<file path="config.mk">
export PLATFORM = sky130hd
export DESIGN_NAME = ir_fetch_seq
export DESIGN_NICKNAME = d
export VERILOG_FILES = /design/src/rtl/ir_fetch_seq.sv
export SDC_FILE = /design/constraint.sdc
export NUM_CORES = 1
export LEC_CHECK = 0
export CORE_UTILIZATION = 25
export DETAILED_ROUTE_END_ITERATION = 12
export PLACE_DENSITY = 0.51
export SYNTH_ARGS = -nofsm -noshare
export SYNTH_HDL_FRONTEND = slang
export SYNTH_SLANG_ARGS = --single-unit
</file>
<file path="constraint.sdc">
create_clock -name clk -period 2.2 [get_ports clk]
set_clock_uncertainty 0.05 [all_clocks]
set_input_delay 0.55 -clock clk [delete_from_list [all_inputs] [get_ports clk]]
set_output_delay 0.55 -clock clk [all_outputs]
set_load 0.02 [all_outputs]
</file>
<file path="src/rtl/ir_fetch_seq.sv">
// Two-byte instruction fetch sequencer: reads low then high byte at PC and steers each into the IR half-load port.
// Optional macro FETCH_CLR_EN adds a CLR state that zeroes the IR before every fetch.
module ir_fetch_seq #(
    parameter int                ADDR_W   = 16,
    parameter logic [ADDR_W-1:0] RESET_PC = '0,
    parameter int                MEM_LAT  = 1
) (
    input  logic              clk,
    input  logic              rst,
    input  logic              start,
    input  logic              pc_load,
    input  logic [ADDR_W-1:0] pc_in,
    input  logic [7:0]        mem_data,
    output logic [ADDR_W-1:0] mem_addr,
    output logic              mem_rd,
    output logic [7:0]        ir_i_half,
    output logic [1:0]        ir_funsel,
    output logic              ir_e,
    output logic              ir_l_h,
    output logic [ADDR_W-1:0] pc_out,
    output logic              busy,
    output logic              done
);

    typedef enum logic [3:0] {
        S_IDLE,
        S_RD_LO,
        S_WAIT_LO,
        S_LD_LO,
        S_RD_HI,
        S_WAIT_HI,
        S_LD_HI,
        S_DONE
`ifdef FETCH_CLR_EN
        , S_CLR
`endif
    } state_t;

`ifdef FETCH_CLR_EN
    localparam state_t S_FIRST = S_CLR;
`else
    localparam state_t S_FIRST = S_RD_LO;
`endif

    // WAIT_x lasts MEM_LAT-1 cycles; the counter runs 0..MEM_LAT-2
    localparam logic [1:0] WAIT_LAST = (MEM_LAT > 1) ? 2'(MEM_LAT - 2) : 2'd0;
    localparam logic [1:0] FS_CLEAR  = 2'b00;
    localparam logic [1:0] FS_LOAD   = 2'b01;

    state_t            state_q, state_d;
    logic [ADDR_W-1:0] pc_q, pc_d;
    logic [1:0]        cnt_q, cnt_d;

    always_ff @(posedge clk) begin
        if (rst) begin
            state_q <= S_IDLE;
            pc_q    <= RESET_PC;
            cnt_q   <= '0;
        end else begin
            state_q <= state_d;
            pc_q    <= pc_d;
            cnt_q   <= cnt_d;
        end
    end

    always_comb begin
        state_d = state_q;
        pc_d    = pc_q;
        cnt_d   = cnt_q;
        case (state_q)
            S_IDLE: begin
                cnt_d = '0;
                if (pc_load) pc_d = pc_in;
                if (start)   state_d = S_FIRST;
            end
`ifdef FETCH_CLR_EN
            S_CLR:   state_d = S_RD_LO;
`endif
            S_RD_LO: begin
                cnt_d   = '0;
                state_d = (MEM_LAT == 1) ? S_LD_LO : S_WAIT_LO;
            end
            S_WAIT_LO: begin
                if (cnt_q == WAIT_LAST) begin
                    cnt_d   = '0;
                    state_d = S_LD_LO;
                end else begin
                    cnt_d = cnt_q + 2'd1;
                end
            end
            S_LD_LO: begin
                pc_d    = pc_q + 1'b1;
                state_d = S_RD_HI;
            end
            S_RD_HI: begin
                cnt_d   = '0;
                state_d = (MEM_LAT == 1) ? S_LD_HI : S_WAIT_HI;
            end
            S_WAIT_HI: begin
                if (cnt_q == WAIT_LAST) begin
                    cnt_d   = '0;
                    state_d = S_LD_HI;
                end else begin
                    cnt_d = cnt_q + 2'd1;
                end
            end
            S_LD_HI: begin
                pc_d    = pc_q + 1'b1;
                state_d = S_DONE;
            end
            S_DONE:  state_d = S_IDLE;
            default: state_d = S_IDLE;
        endcase
    end

    always_comb begin
        mem_rd    = 1'b0;
        ir_e      = 1'b0;
        ir_funsel = FS_CLEAR;
        ir_l_h    = 1'b0;
        ir_i_half = 8'h00;
        busy      = (state_q != S_IDLE);
        done      = 1'b0;
        case (state_q)
`ifdef FETCH_CLR_EN
            S_CLR:   ir_e = 1'b1;
`endif
            S_RD_LO, S_RD_HI: mem_rd = 1'b1;
            S_LD_LO: begin
                ir_e      = 1'b1;
                ir_funsel = FS_LOAD;
                ir_i_half = mem_data;
            end
            S_LD_HI: begin
                ir_e      = 1'b1;
                ir_funsel = FS_LOAD;
                ir_l_h    = 1'b1;
                ir_i_half = mem_data;
            end
            S_DONE:  done = 1'b1;
            default: ;
        endcase
        // A reset landing on an IR-write cycle must leave the IR untouched
        if (rst) ir_e = 1'b0;
    end

    assign mem_addr = pc_q;
    assign pc_out   = pc_q;

endmodule
</file>
# --- Yosys cells after proc, flatten, opt, wreduce, memory -nomap -nowiden ---
# Index checks and enable logic that the tools add are counted.
op_classes:
  n_reduce_logical: 11
  n_eq_ne: 11
  mux: 15
  addsub: 2
op_table:
  columns: ["op", "n"]
  rows:
  - ["$pmux W16 S2", 1]
  - ["$pmux W4 S7", 1]
  - ["$add A16 B1 Y16 const B", 1]
  - ["$eq A4 B3 Y1 const B", 4]
  - ["$mux W16", 1]
  - ["$mux W4", 3]
  - ["$eq A4 B2 Y1 const B", 2]
  - ["$mux W8", 1]
  - ["$ne A2 B2 Y1 const B", 4]
  - ["$mux W1", 6]
  - ["$reduce_or A2 Y1", 3]
  - ["$eq A4 B1 Y1 const B", 1]
  - ["$logic_not A4 Y1", 1]
  - ["$pmux W2 S2", 1]
  - ["$reduce_bool A2 Y1", 2]
  - ["$reduce_bool A4 Y1", 1]
  - ["$reduce_and A3 Y1", 1]
  - ["$reduce_or A3 Y1", 1]
  - ["$add A2 B1 Y2 const B", 1]
  - ["$logic_not A2 Y1", 1]
  - ["$mux W2", 1]
  - ["$reduce_and A2 Y1", 1]
word_totals:
  inputBits: 28
  reg_bits: 22
  output_inout_bits: 47
  wordCells: 42

# --- Longest topological paths before layout ---
logic_depth:
  depth_word: 4
  mapped_depth: 7
  depth_no_buf: 6

# --- Worst setup path after synthesis ---
# Ideal clock, no wire load.
synth_timing:
  kind: "flip-flop to flip-flop"
  start: "register pc_q[0], in the netlist mem_addr[0]"
  end: "register pc_q[12], in the netlist mem_addr[12]"
  stages_incl_launch_ff: 6
  setup_ps: 74
  path_buffers: 0
  path_slack_ps: 313
  synth_period_minus_slack_ps: 1887
  t_required_ps: 2076
  arrival_ps: 1763
  path_cell_list: "dfxtp_1 ha_1 nand4_2 or4_1 or3_1 a31oi_1"
synth_via:
  elab_chain_cells: 2
synth_rtl:
  columns: ["element", "line", "text"]
  rows:
  - ["from (decl)", "51", "logic [ADDR_W-1:0] pc_q, pc_d;"]
  - ["from (signal assigned)", "61", "pc_q <= pc_d;"]
  - ["$add A16 B1 Y16", "92, 108", null]
  - ["$pmux W16 S2", "70", "case (state_q)"]
# No other way between the ends.
# A chain may end at the register's enable or synchronous reset.

# --- Final worst setup path ---
layout_timing:
  start: "register state_q[2]"
  end: "output ir_i_half[6]"
layout_via:
  elab_chain_cells: 3
  elab_cells_between_ends: 4
  cone_classes: "eq/ne (2); mux (1); reduce/logical (1)"
layout_rtl:
  columns: ["element", "line", "text"]
  rows:
  - ["from (decl)", "50", "state_t state_q, state_d;"]
  - ["from (signal assigned)", "60", "state_q <= state_d;"]
  - ["$eq A4 B3 Y1 / $eq A4 B2 Y1 (equally long branches)", "124", "case (state_q)"]
  - ["$reduce_or A2 Y1 (no source line) (*)", null, null]
  - ["$mux W8 (*)", "124", null]
  - ["to (decl)", "16", "output logic [7:0] ir_i_half,"]
# Mark *: on every way between the ends. The rest lies on a longest branch, timed or not.

==> reports/qor.csv <==
stage;metric;value;unit
outcome;status;completed;
grt;grt ovf;0;
detailed_routing;DR vias;1601;
detailed_routing;Pre-antenna DRT Iters;4;
yosys;Synthesized Nets;218;
placement;placer congestion estimate;0.748;
yosys;Distinct cells, synth;49;
clock_network;TritonCTS clock tree;built;
clock_network;clk root buf;clkbuf_8;
grt;number of global-route vias before repair;1494;
power_and_ir_drop;leakage;0.934;nW
clock_network;H-tree depth;1;
yosys;Synth Cell Area;1520;sq um
timing;hold_ws;0.484;ns
grt;largest net degree at the start of global routing;18;
clock_network;hold-fix buffers at CTS;0;
timing;Setup TNS Final;0;ns
clock_network;clk slew on worst S/H paths;0.08;ns
setup_path;FF-to-FF path depth;5;
setup_path;Crit Path Category;reg2out;
setup_path;Critical Path, Cell by Cell;xor2_4 > buf_4 > and3_1 > dlygate4sd2_1;
grt;first-pass GRT wire length;7.40;mm
power_and_ir_drop;Comb power frac;0.493;
yosys;number of synthesized flops with an enable pin;0;
detailed_routing;Antenna Nets Post-Route;0;
timing;f_max;478;MHz
yosys;Syn Inst Count;187;
yosys;ys async rst share;0;
die;Initial Util;0.258;
setup_path;CP delay by family, top;buffers and inverters;
power_and_ir_drop;Clock Power Share;0.168;
detailed_routing;drt via density;4.87;
detailed_routing;post-route DRC violation count;0;
setup_path;CP Data Arrival Time;1.49;ns
power_and_ir_drop;VDD IR max;317;uV
yosys;Yosys warning count;0;
cells_and_area;Filler cells;630;
worst_hold_path;hold path depth;2;
cells_and_area;Area Growth Syn to Fin;52.6;%
die;Die W;79.9;microns
timing;Max Slew Vio Count;0;
setup_path;Setup crit end kind;output pin;
cells_and_area;diode count;0;
cells_and_area;most common cell after layout, fill and taps aside;clkdlybuf4s50_1;
cells_and_area;fraction of layout cells with a size suffix above 1;0.142;
clock_network;CTS Buf Count;3;
placement;dpl hpwl;3.40;mm
cells_and_area;post-layout util;0.394;
setup_path;CP Launch Type;flop;
die;FP Rows;28;
die;Placeable Area;5890;sq um
flow_run;# Max-Cap Violations;0;
setup_path;critical path buffer and inverter count;2;
die;die area;6390;sq um
power_and_ir_drop;Total Power;1.55;mW
timing;fin crit period;2.09;ns
yosys;ranking of synthesized cells by area;dfxtp_1 28%, buf_4 9.4%, nor2_1 5.2%, and3_1 4.5%, a31oi_1 3.3%;
timing;Final Hold Fails;0;
clock_network;Worst-Skew Late Latency;0.26;ns
yosys;ys flop type;dfxtp_1;
power_and_ir_drop;Sw Ratio;0.391;
grt;Total GRT Usage;0.146;
setup_path;worst path required time;1.60;ns
detailed_routing;DR iter-0 viols;72;
placement;I/O Buffers;73;
die;die height;79.9;microns
clock_network;CTS sink cnt;21;
detailed_routing;final wirelength;4.47;mm
yosys;sequential fraction of the synthesis area;0.277;
cells_and_area;commonest non-fill, non-tap cells in the layout;59 x clkdlybuf4s50_1, 21 x nor2_1, 19 x dfxtp_1, 19 x buf_4, 13 x dlygate4sd2_1;
timing;Tcrit/Tclk final;0.951;
clock_network;clk buf depth;2;
setup_path;Crit path largest cell delay;0.41;ns
detailed_routing;DR WL/cell;13.6;microns
setup_path;Critical-path top delay cell;dfxtp_2;
cells_and_area;Final nets;286;
worst_hold_path;worst hold path class;reg2reg;
yosys;top-area cell type share of the netlist area;0.277;
cells_and_area;FF/Latch Area;423;sq um
power_and_ir_drop;cell internal pwr;945;uW
yosys;post-synth top area cell;dfxtp_1;
power_and_ir_drop;Psw;607;uW
power_and_ir_drop;sequential fraction of design power;0.338;
setup_path;Max Fanout on Critical Path;8;
timing;endpoints failing setup;0;
yosys;syn avg cell area;8.12;sq um
timing;RSZ-0062 raised after global routing;no;
grt;initial antenna violation count;0;
die;I/O pins;75;
power_and_ir_drop;Pwr Density;670;nW/um^2
setup_path;CP Depth;4;
yosys;#FFs+latches synth;21;
cells_and_area;Multi-input gate area;868;sq um
[cells in the mapped netlist, types with 2 or more instances]
cell type and n:
nand4_2 2, o221ai_1 3, inv_1 7, dfxtp_1 21
nand2_1 12, and3_1 11, buf_4 19, nand3b_1 2
nor2_1 21, o21ai_0 5, a31oi_1 8, a21oi_1 3
buf_6 2, a311oi_1 3, mux2_2 3, o21a_1 3
nor3_1 5, or3_1 4, and2_1 3, nand4_1 3
a211oi_1 2, nand3_1 5, nor4_1 4, ha_1 3
clkbuf_1 4, xnor2_1 2, a22oi_1 2, buf_2 4
[state kept, by name, indices dropped and copies added, names as in the netlist]
register  flops
state_q       3
mem_addr     16
cnt_q         2
[final timing paths]
path                            slack, ns                   endpoint                 startpoint
worst max-delay path                 0.11               ir_i_half[6]    state_q[2]$_SDFFE_PP0P_
worst min-delay path                 0.48  mem_addr[15]$_SDFFE_PP0P_  mem_addr[15]$_SDFFE_PP0P_
worst min register to register       0.48  mem_addr[15]$_SDFFE_PP0P_  mem_addr[15]$_SDFFE_PP0P_
worst max register to register       0.26  mem_addr[12]$_SDFFE_PP0P_   mem_addr[0]$_SDFFE_PP0P_
[per-layer routing]
layer  up-vias  part of all wire  wire length [microns]  track usage
li1        804                 -                      -            -
met4         0            0.0076                     34       0.0375
met1       755              0.48                   2150        0.197
met2        40              0.47                   2100        0.242
met5         -                 0                      0            0
met3         2             0.040                    180       0.0217
[kinds of logic (layout without fill, tap and decap cells)]
| group | count (synthesis) | count (layout) | share of synthesized area |
|---|---|---|---|
| other | 1 | 1 | 0.00247 |
| xor gates and xnor gates | 3 | 3 | 0.0297 |
| and+or+nand+nor | 81 | 81 | 0.306 |
| AOI/OAI and AO/OA | 38 | 38 | 0.186 |
| adders and majority gates | 3 | 3 | 0.0247 |
| muxes | 3 | 3 | 0.0222 |
| DFF | 21 | 21 | 0.277 |
| buffers and inverters | 37 | 104 | 0.152 |
[what timing repair did]
item	in CTS	in global routing
cloned	0	0
buffers inserted	0	0
setup endpoints to repair	14	4
hold endpoints to repair	0	0
gates resized for setup	15	2
[worst reg2reg max path, delay by kind of cell, from the launching register on]
family,cells,cell delay (ns)
adders and majority gates,1,0.27
AOI/OAI and AO/OA,1,0.12
DFF,1,0.44
and+or+nand+nor,3,1.00
[power by group through the flow]
| stage | combinational (mW) | clock [mW] | sequential, mW |
|---|---|---|---|
| floorplan | 0.429 | 0 | 0.559 |
| global placement | 0.787 | 0 | 0.534 |
| detailed placement | 0.787 | 0 | 0.535 |
| CTS | 0.771 | 0.271 | 0.527 |
| global route | 0.828 | 0.288 | 0.538 |
| finish | 0.765 | 0.261 | 0.525 |
[through the flow]
| step | instance area [sq um] | instances | worst slack [ns] |
|---|---|---|---|
| floorplan | 1520 | 187 | 0.313 |
| global placement | 2290 | 325 | -0.187 |
| detailed placement | 2290 | 325 | -0.193 |
| CTS | 2310 | 329 | 0.0597 |
| global route | 2320 | 329 | 0.00915 |
| finish | 2320 | 329 | 0.109 |
[final cells by class]
type                            instances  share of cell area
Tap cell                               75              0.0405
Inverter                                8              0.0130
Clock buffer                            4              0.0194
Multi-Input combinational cell        129               0.375
Timing Repair Buffer                   92               0.370
Sequential cell                        21               0.183
Note: power is estimated with default switching activity, not from simulation.
